## config.mk

```make
export PLATFORM = sky130hd
export DESIGN_NAME = cpu_mem_responder
export DESIGN_NICKNAME = d
export VERILOG_FILES = /design/src/rtl/cpu_bus_pkg.sv /design/src/rtl/cpu_mem_array.sv /design/src/rtl/cpu_mem_responder.sv
export SDC_FILE = /design/constraint.sdc
export NUM_CORES = 2
export LEC_CHECK = 0
export CORE_UTILIZATION = 33
export DETAILED_ROUTE_END_ITERATION = 8
export PLACE_DENSITY_LB_ADDON = 0.1
export RECOVER_POWER = 100
export SLEW_MARGIN = 20
export SYNTH_ARGS = -nofsm -noshare
export SYNTH_HDL_FRONTEND = slang
export SYNTH_SLANG_ARGS = --single-unit
```

## constraint.sdc

```tcl
create_clock -name clk -period 6.35 [get_ports clk]
set_input_delay 0.9525 -clock clk [delete_from_list [all_inputs] [get_ports clk]]
set_output_delay 0.9525 -clock clk [all_outputs]
set_load 0.005 [all_outputs]
```

## src/rtl/cpu_bus_pkg.sv

```systemverilog
// Shared definitions for the CPU memory responder: responder states, bus
// direction codes and the default address/data widths of the CPU bus.
package cpu_bus_pkg;

    localparam int unsigned CPU_AW = 12;
    localparam int unsigned CPU_DW = 16;

    // Bus direction as driven on cpu_rdwr
    localparam logic RD = 1'b0;
    localparam logic WR = 1'b1;

    // Responder states: CPU held in reset, loading, CPU running
    typedef enum logic [1:0] {
        HOLD = 2'd0,
        LOAD = 2'd1,
        RUN  = 2'd2
    } state_e;

endpackage

```

## src/rtl/cpu_mem_array.sv

```systemverilog
// Single-port synchronous word array with one write port and one registered
// read port. The read register is reset and can load zero instead of memory
// data so the owner can answer unmapped reads.
// Ports:
//   clk, rstT  - clock, async active-high reset (read register only)
//   we         - write mem[addr] <= wdata
//   re         - load read register
//   rd_zero    - with re, load zero instead of mem[addr]
//   addr       - word index
//   wdata      - write data
//   rdata      - registered read data, held between reads
module cpu_mem_array #(
    parameter int unsigned DW    = 16,
    parameter int unsigned DEPTH = 256,
    parameter int unsigned IW    = 8
) (
    input  logic          clk,
    input  logic          rstT,
    input  logic          we,
    input  logic          re,
    input  logic          rd_zero,
    input  logic [IW-1:0] addr,
    input  logic [DW-1:0] wdata,
    output logic [DW-1:0] rdata
);

    logic [DW-1:0] mem [DEPTH];

    // Storage is intentionally not reset so contents survive a reset
    always_ff @(posedge clk) begin
        if (we) begin
            mem[addr] <= wdata;
        end
    end

    // Registered read port
    always_ff @(posedge clk or posedge rstT) begin
        if (rstT) begin
            rdata <= '0;
        end else if (re) begin
            rdata <= rd_zero ? '0 : mem[addr];
        end
    end

endmodule

```

## src/rtl/cpu_mem_responder.sv

```systemverilog
// Memory-side responder for the 16-bit accumulator CPU. A boot loader fills
// memory from a valid/ready stream while the CPU is held in reset, then the
// CPU is released and its reads/writes are serviced with one-clock latency.
// Ports:
//   clk, rstT              - clock, async active-high reset
//   cpu_addr/en/rdwr/wdata - CPU bus request (rdwr 1 = write)
//   cpu_rdata              - registered read data to the CPU
//   cpu_rst                - CPU reset, high while not running
//   run_start, ld_start    - release CPU / begin program load
//   ld_valid/data/last     - loader stream, ld_ready is the handshake
//   ld_count               - words written by the current or last load
//   unmapped               - sticky flag for CPU accesses at or above DEPTH
module cpu_mem_responder
    import cpu_bus_pkg::*;
#(
    parameter int unsigned AW    = CPU_AW,
    parameter int unsigned DW    = CPU_DW,
    parameter int unsigned DEPTH = 256
) (
    input  logic          clk,
    input  logic          rstT,
    input  logic [AW-1:0] cpu_addr,
    input  logic          cpu_en,
    input  logic          cpu_rdwr,
    input  logic [DW-1:0] cpu_wdata,
    output logic [DW-1:0] cpu_rdata,
    output logic          cpu_rst,
    input  logic          run_start,
    input  logic          ld_start,
    input  logic          ld_valid,
    input  logic [DW-1:0] ld_data,
    input  logic          ld_last,
    output logic          ld_ready,
    output logic [AW-1:0] ld_count,
    output logic          unmapped
);

    localparam int unsigned IW = (DEPTH > 1) ? $clog2(DEPTH) : 1;

    state_e        state_q, state_d;
    logic [AW-1:0] ld_count_d;
    logic          ld_xfer;
    logic          cpu_act;
    logic          cpu_mapped;
    logic          mem_we, mem_re, mem_rd_zero;
    logic [IW-1:0] mem_addr;
    logic [DW-1:0] mem_wdata;

    // Extra top bit keeps the compare correct when DEPTH == 2**AW
    assign cpu_mapped = ({1'b0, cpu_addr} < (AW+1)'(DEPTH));
    assign cpu_act    = (state_q == RUN) && cpu_en;

    // Next-state and load counter
    always_comb begin
        state_d    = state_q;
        ld_count_d = ld_count;
        ld_xfer    = 1'b0;
        case (state_q)
            HOLD: begin
                if (ld_start) begin
                    state_d    = LOAD;
                    ld_count_d = '0;
                end else if (run_start) begin
                    state_d = RUN;
                end
            end
            LOAD: begin
                if (ld_valid && ld_ready) begin
                    ld_xfer    = 1'b1;
                    ld_count_d = ld_count + AW'(1);
                    // Filling the last implemented word ends the load
                    if (ld_last || (ld_count == AW'(DEPTH - 1))) begin
                        state_d = RUN;
                    end
                end
            end
            RUN: begin
                if (ld_start) begin
                    state_d    = LOAD;
                    ld_count_d = '0;
                end
            end
            default: state_d = HOLD;
        endcase
    end

    // Single memory port shared by loader (LOAD) and CPU (RUN)
    always_comb begin
        mem_we      = 1'b0;
        mem_re      = 1'b0;
        mem_rd_zero = 1'b0;
        mem_addr    = cpu_addr[IW-1:0];
        mem_wdata   = cpu_wdata;
        if (state_q == LOAD) begin
            mem_we    = ld_xfer;
            mem_addr  = ld_count[IW-1:0];
            mem_wdata = ld_data;
        end else if (cpu_act) begin
            if (cpu_rdwr == WR) begin
                mem_we = cpu_mapped;
            end else begin
                mem_re      = 1'b1;
                mem_rd_zero = !cpu_mapped;
            end
        end
    end

    // State and registered control outputs
    always_ff @(posedge clk or posedge rstT) begin
        if (rstT) begin
            state_q  <= HOLD;
            cpu_rst  <= 1'b1;
            ld_ready <= 1'b0;
            ld_count <= '0;
            unmapped <= 1'b0;
        end else begin
            state_q  <= state_d;
            cpu_rst  <= (state_d != RUN);
            ld_ready <= (state_d == LOAD);
            ld_count <= ld_count_d;
            if (cpu_act && !cpu_mapped) begin
                unmapped <= 1'b1;
            end
        end
    end

    cpu_mem_array #(
        .DW    (DW),
        .DEPTH (DEPTH),
        .IW    (IW)
    ) u_mem (
        .clk     (clk),
        .rstT    (rstT),
        .we      (mem_we),
        .re      (mem_re),
        .rd_zero (mem_rd_zero),
        .addr    (mem_addr),
        .wdata   (mem_wdata),
        .rdata   (cpu_rdata)
    );

endmodule

```

# Word level (Yosys, flattened, before mapping)
# Memory sizes are Yosys's and may differ from the RTL's.
# Index checks and enable logic that the tools add are counted.
dict set report classes {
  add_sub_neg 1
  n_lt_le_gt_ge 1
  eq_ne 7
  n_mux 24
  reduce_logical 9
}
# op count
set op_table {}
lappend op_table {{$mux W16} 2}
lappend op_table {{$mux W12} 2}
lappend op_table {{$pmux W12 S2} 1}
lappend op_table {{$add A12 B1 Y12 const B} 1}
lappend op_table {{$eq A12 B8 Y1 const B} 1}
lappend op_table {{$lt A12 B9 Y1 const B} 1}
lappend op_table {{$mux W1} 12}
lappend op_table {{$mux W2} 5}
lappend op_table {{$mux W8} 1}
lappend op_table {{$pmux W2 S3} 1}
lappend op_table {{$eq A2 B1 Y1 const B} 2}
lappend op_table {{$ne A2 B2 Y1 const B} 2}
lappend op_table {{$logic_and A1 B1 Y1} 3}
lappend op_table {{$reduce_and A3 Y1} 1}
lappend op_table {{$eq A2 B2 Y1 const B} 1}
lappend op_table {{$logic_not A2 Y1} 1}
lappend op_table {{$ne A2 B1 Y1 const B} 1}
lappend op_table {{$reduce_bool A2 Y1} 1}
lappend op_table {{$reduce_or A2 Y1} 1}
lappend op_table {{$logic_not A1 Y1} 1}
lappend op_table {{$logic_or A1 B1 Y1} 1}
dict set report totals {
  register_bits 33
  ramBits 4096
  inputBits 52
  out_inout_bits 31
  wordCells 49
  memories 1
}
# memory depth word_bits rd rd_clocked_by_memory_dff wr line_no
set mem_list {}
lappend mem_list {u_mem.mem 256 16 1 0 1 cpu_mem_array.sv:27} ;# logic [DW-1:0] mem [DEPTH];

# Longest topological paths before layout
dict set report depth {
  ltp_word 6
  depth_mapped 14
  mapped_depth_nobuf 8
}

# By module
# Synthesis repeated with hierarchy kept, for this count alone.
dict set report hier_totals {
  cells_unflattened 7986
  area_unflattened_um2 160236.2
}
# mod n_inst cells_each area_each_um2 seq_area_each_um2
set by_module_without_submodules {}
lappend by_module_without_submodules {cpu_mem_array 1 7871 159091.3 123398.3}
lappend by_module_without_submodules {cpu_mem_responder 1 115 1144.8 426.7}

# Least setup slack after synthesis
# No wires, ideal clock.
dict set report synth_path {
  path_type {flip-flop to flip-flop}
  from {register state_q[0]}
  to {memory u_mem.mem[0][10] (data pin)}
  setup_ps 823
  arrival_ps 4713
  required_ps 5527
  slack_ps 814
  stages_incl_launch_ff 10
  path_buffers 6
  period_less_slack_ps 5536
  cell_sequence {dfrtp_1 -> nand2b_1 -> buf_4 -> buf_6 -> buf_4 -> buf_6 -> clkbuf_1 -> buf_1 -> nand2_1 -> nand2_1}
}
dict set report synth_between {
  elab_chain_len 2
}
# element line_no
set synth_lines {}
lappend synth_lines {{start: declaration} cpu_mem_responder.sv:40} ;# state_e state_q, state_d;
lappend synth_lines {{start signal: assignment} cpu_mem_responder.sv:117} ;# state_q <= state_d;
lappend synth_lines {{$eq A2 B1 Y1} cpu_mem_responder.sv:94} ;# if (state_q == LOAD) begin
lappend synth_lines {{$mux W16} cpu_mem_responder.sv:94}
lappend synth_lines {{via mem_wdata[10]} cpu_mem_responder.sv:47} ;# logic [DW-1:0] mem_wdata;
lappend synth_lines {{end: declaration} cpu_mem_array.sv:27}
# The timed path passes the listed nets, and every way through them passes these cells.

# Worst setup path in the final report
dict set report layout_path {
  from {register state_q[0]}
  to {register u_mem.rdata[15]}
}
dict set report layout_between {
  elab_chain_len 5
}
# element line_no
set layout_lines {}
lappend layout_lines {{branches (longest 5 deep; another with $mem_v2 Z256 W16)} n/a}
lappend layout_lines {{end signal: assignment} cpu_mem_array.sv:41} ;# rdata <= rd_zero ? '0 : mem[addr];
lappend layout_lines {{end: declaration} cpu_mem_array.sv:24} ;# output logic [DW-1:0] rdata
# Parallel ways; which one is timed is not known.
# A chain may end at the register's enable or synchronous reset.

==> results_dict.tcl <==
set metrics [dict create \
    vias_per_cell 5.71 \
    vias 89000 \
    irDropWorstVdd_mv 0.489 \
    io_buffers 82 \
    grt_overflow 0 \
    synth_flop_cell "edfxtp_1" \
    outcome "finished, violations left" \
    setup_viol 0 \
    synth_nets 8751 \
    cts_resized 0 \
    clock-sinks 4129 \
    firstDrtPassIters 6 \
    slew_headroom_pct -148 \
    p_leak_nw 52.3 \
    ys_ff_latch 4129 \
    final_cell_mix "edfxtp_1 (4096), o22ai_1 (1926), o21ai_0 (884)" \
    instances_no_fill 15600 \
    globalplace.congestion 0.815 \
    post_synth.cell_area_avg_um2 17.3 \
    met1_length_um 234000 \
    critPathLaunchType "flip-flop" \
    cp_cell_sequence "nor2b_4 -> o31a_1 -> buf_12 -> buf_4 -> o22ai_1 -> o21ai_0 -> a41oi_1 -> nor4_1 -> nand3_1 -> o21ai_1" \
    power_density_nw_per_um2 458 \
    routed_wl_um 535000 \
    end_kind "flip-flop" \
    drc 0 \
    highest_layer "met5" \
    grt_pass1_wl_um 730000 \
    whs_ns 0.483 \
    clock_latency_ns 1.01 \
    root_buffer "clkbuf_16" \
    areaGrowthSynthToFinish_pct 16.6 \
    grt_pass1_vias 87000 \
    worstPathArrival_ns 6.86 \
    path_max_fanout 31 \
    timing.critical_path.buf_inv 2 \
    route.met2.wl_um 252000 \
    violations "max-capacitance violations, max-slew violations" \
    max_cap_violations 72 \
    cp_slowest_stage_delay_ns 1.05 \
    antenna_found_initial 42 \
    dp.final_hpwl_um 314000 \
    die_w_um 677 \
    yosysWarnings 0 \
    rrSetupSlack_ns 0.38 \
    rows 247 \
    p_int_mw 53.4 \
    final_common_cell "edfxtp_1" \
    async_flop_share_pct 0.799 \
    p_sw_share_pct 33.4 \
    drv_slew 3424 \
    period_share_pct 94.1 \
    cts_hold_buf 0 \
    rsz0062_at_grt "no" \
    synth_edf_count 4096 \
    path_class "reg2reg" \
    tritoncts "built" \
    syn_inst 8698 \
    worstMarginPinSlew_ns 3.72 \
    dp_cells 14800 \
    initial_core_util_pct 33.2 \
    hold_viol_final 0 \
    worstHoldPathType "reg2reg" \
    yosys.cell_types.count 57 \
    drtIter0Drc 10100 \
    power_frac_clock_pct 31.3 \
    dieArea_um2 458000 \
    drive_gt1_share_pct 13.1 \
    p_sw_mw 26.8 \
    drt.antenna.violating_nets 0 \
    fmax_mhz 167 \
    routed-wl-met3_um 33500 \
    core_area_um2 453000 \
    wl_per_cell_um 34.3 \
    htreeDepth 5 \
    preCtsSetupSlack_ns 0.113 \
    worst_path_max_delay_cell "o31a_1" \
    cpLargestDelayFamily "compound AO/OA/AOI/OAI gates" \
    track_usage_pct 22.5 \
    numCtsBuffers 442 \
    grt_max_degree 208 \
    ios 83 \
    clk_pin_slew_ns 0.07 \
    synth.cell_area_um2 150000 \
    clockBufferDepth 4 \
    combPwrFrac_pct 25.8 \
    cp.required_ns 7.23 \
    fin_skew_ns 0.0706 \
    worst_slack_ns 0.376 \
    fin_crit_ns 5.97 \
    postCtsSetupBuffers 0 \
    fin_util_pct 38.7 \
    nets 9290 \
    die_h_um 677 \
    seqPwrFrac_pct 42.9 \
    synth-seq-area-share_pct 82.4 \
]
==> per-layer routing <==
| metal | global-route usage (%) | up-vias |
|---|---|---|
| met1 | 31.7 | 47600 |
| met3 | 3.40 | 623 |
| li1 | - | 37700 |
| met5 | 0 | - |
| met2 | 36.5 | 3174 |
| met4 | 5.96 | 10 |
==> worst register-to-register path, stage by stage (launching register included) <==
cell and delay, ns:
dfrtp_1 0.50, nor2b_4 0.88, o31a_1 1.06, buf_12 0.34
buf_4 0.27, o22ai_1 0.14, o21ai_0 0.38, a41oi_1 0.53
nor4_1 0.88, nand3_1 0.58, o21ai_1 0.31
==> through the flow <==
stage | power [mW] | instance area [um2] | setup TNS (ns)
2_1_floorplan | 45.8 | 150000 | 0
3_3_place_gp | 55.5 | 162000 | -2.30
3_5_place_dp | 55.7 | 163000 | 0
4_1_cts | 80.8 | 177000 | 0
5_1_grt | 82.8 | 175000 | 0
6_report | 80.2 | 175000 | 0
==> final timing paths <==
path / start / end / cells after the start
setup / recovery: state_q[0] / u_mem.rdata[15] / 10
hold / removal: unmapped / unmapped / 1
setup reg to reg: state_q[0] / u_mem.rdata[15] / 10
hold reg to reg: unmapped / unmapped / 1
max in group asynchronous: rstT / u_mem.rdata[7] / 3
min in group asynchronous: rstT / ld_count[6] / 3
==> registers in the layout, summed over array words and instances (netlist names) <==
name / cells
ld_ready: 1
ld_count: 12
cpu_rst: 1
state_q: 2
unmapped: 1
u_mem.rdata: 16
u_mem.mem: 4096
==> cell families (layout without fill, tap and decap cells) <==
family / Yosys count / in the layout / synth area share [%]
buf+inv: 654 / 1562 / 2.09
xor+xnor: 11 / 11 / 0.0641
fa+ha+maj: 1 / 1 / 0.00833
simple gates: 478 / 478 / 1.35
other cells: 0 / 23 / 0
flops: 4129 / 4129 / 82.4
compound gates: 3423 / 3423 / 14.0
mux: 2 / 2 / 0.0192
==> Yosys cell counts (5+ instances only) <==
cell,number,area (um2)
buf_4,34,255
dfrtp_1,32,801
a21oi_1,67,335
o41ai_1,41,359
xor2_1,9,78.8
nand4_1,14,87.6
clkbuf_1,206,773
o22ai_1,1926,12000
a41oi_1,239,2090
buf_1,17,63.8
nor3_1,8,40.0
nand3_1,18,90.1
nand2_1,109,409
o21ai_0,885,4430
nor2_1,275,1030
nor4_1,26,163
edfxtp_1,4096,123000
buf_2,375,1880
nand2b_1,8,50.1
buf_6,11,124
o21a_1,5,37.5
inv_1,10,37.5
o21ai_1,100,500
a22oi_1,128,961
==> cell type report <==
| class | count | area, um2 |
|---|---|---|
| inverters | 10 | 37.5 |
| repair buffers | 739 | 5940 |
| diodes | 23 | 57.6 |
| well taps | 5976 | 7480 |
| multi-input cells | 3915 | 23900 |
| flip-flops and latches | 4129 | 124000 |
| clock buffers | 554 | 11600 |
| clock inverters | 259 | 2380 |
| fillers | 41500 | 278000 |
==> power by group through the flow <==
stage / Clock, mW / Combinational, mW / Sequential (mW)
after floorplan: 0 / 10.1 / 35.7
after global placement: 0 / 20.8 / 34.7
after detailed placement: 0 / 21.1 / 34.7
after CTS: 25.5 / 21.1 / 34.1
after global routing: 26.6 / 21.8 / 34.5
final: 25.1 / 20.7 / 34.5
Note: power is estimated with default switching activity, not from simulation.
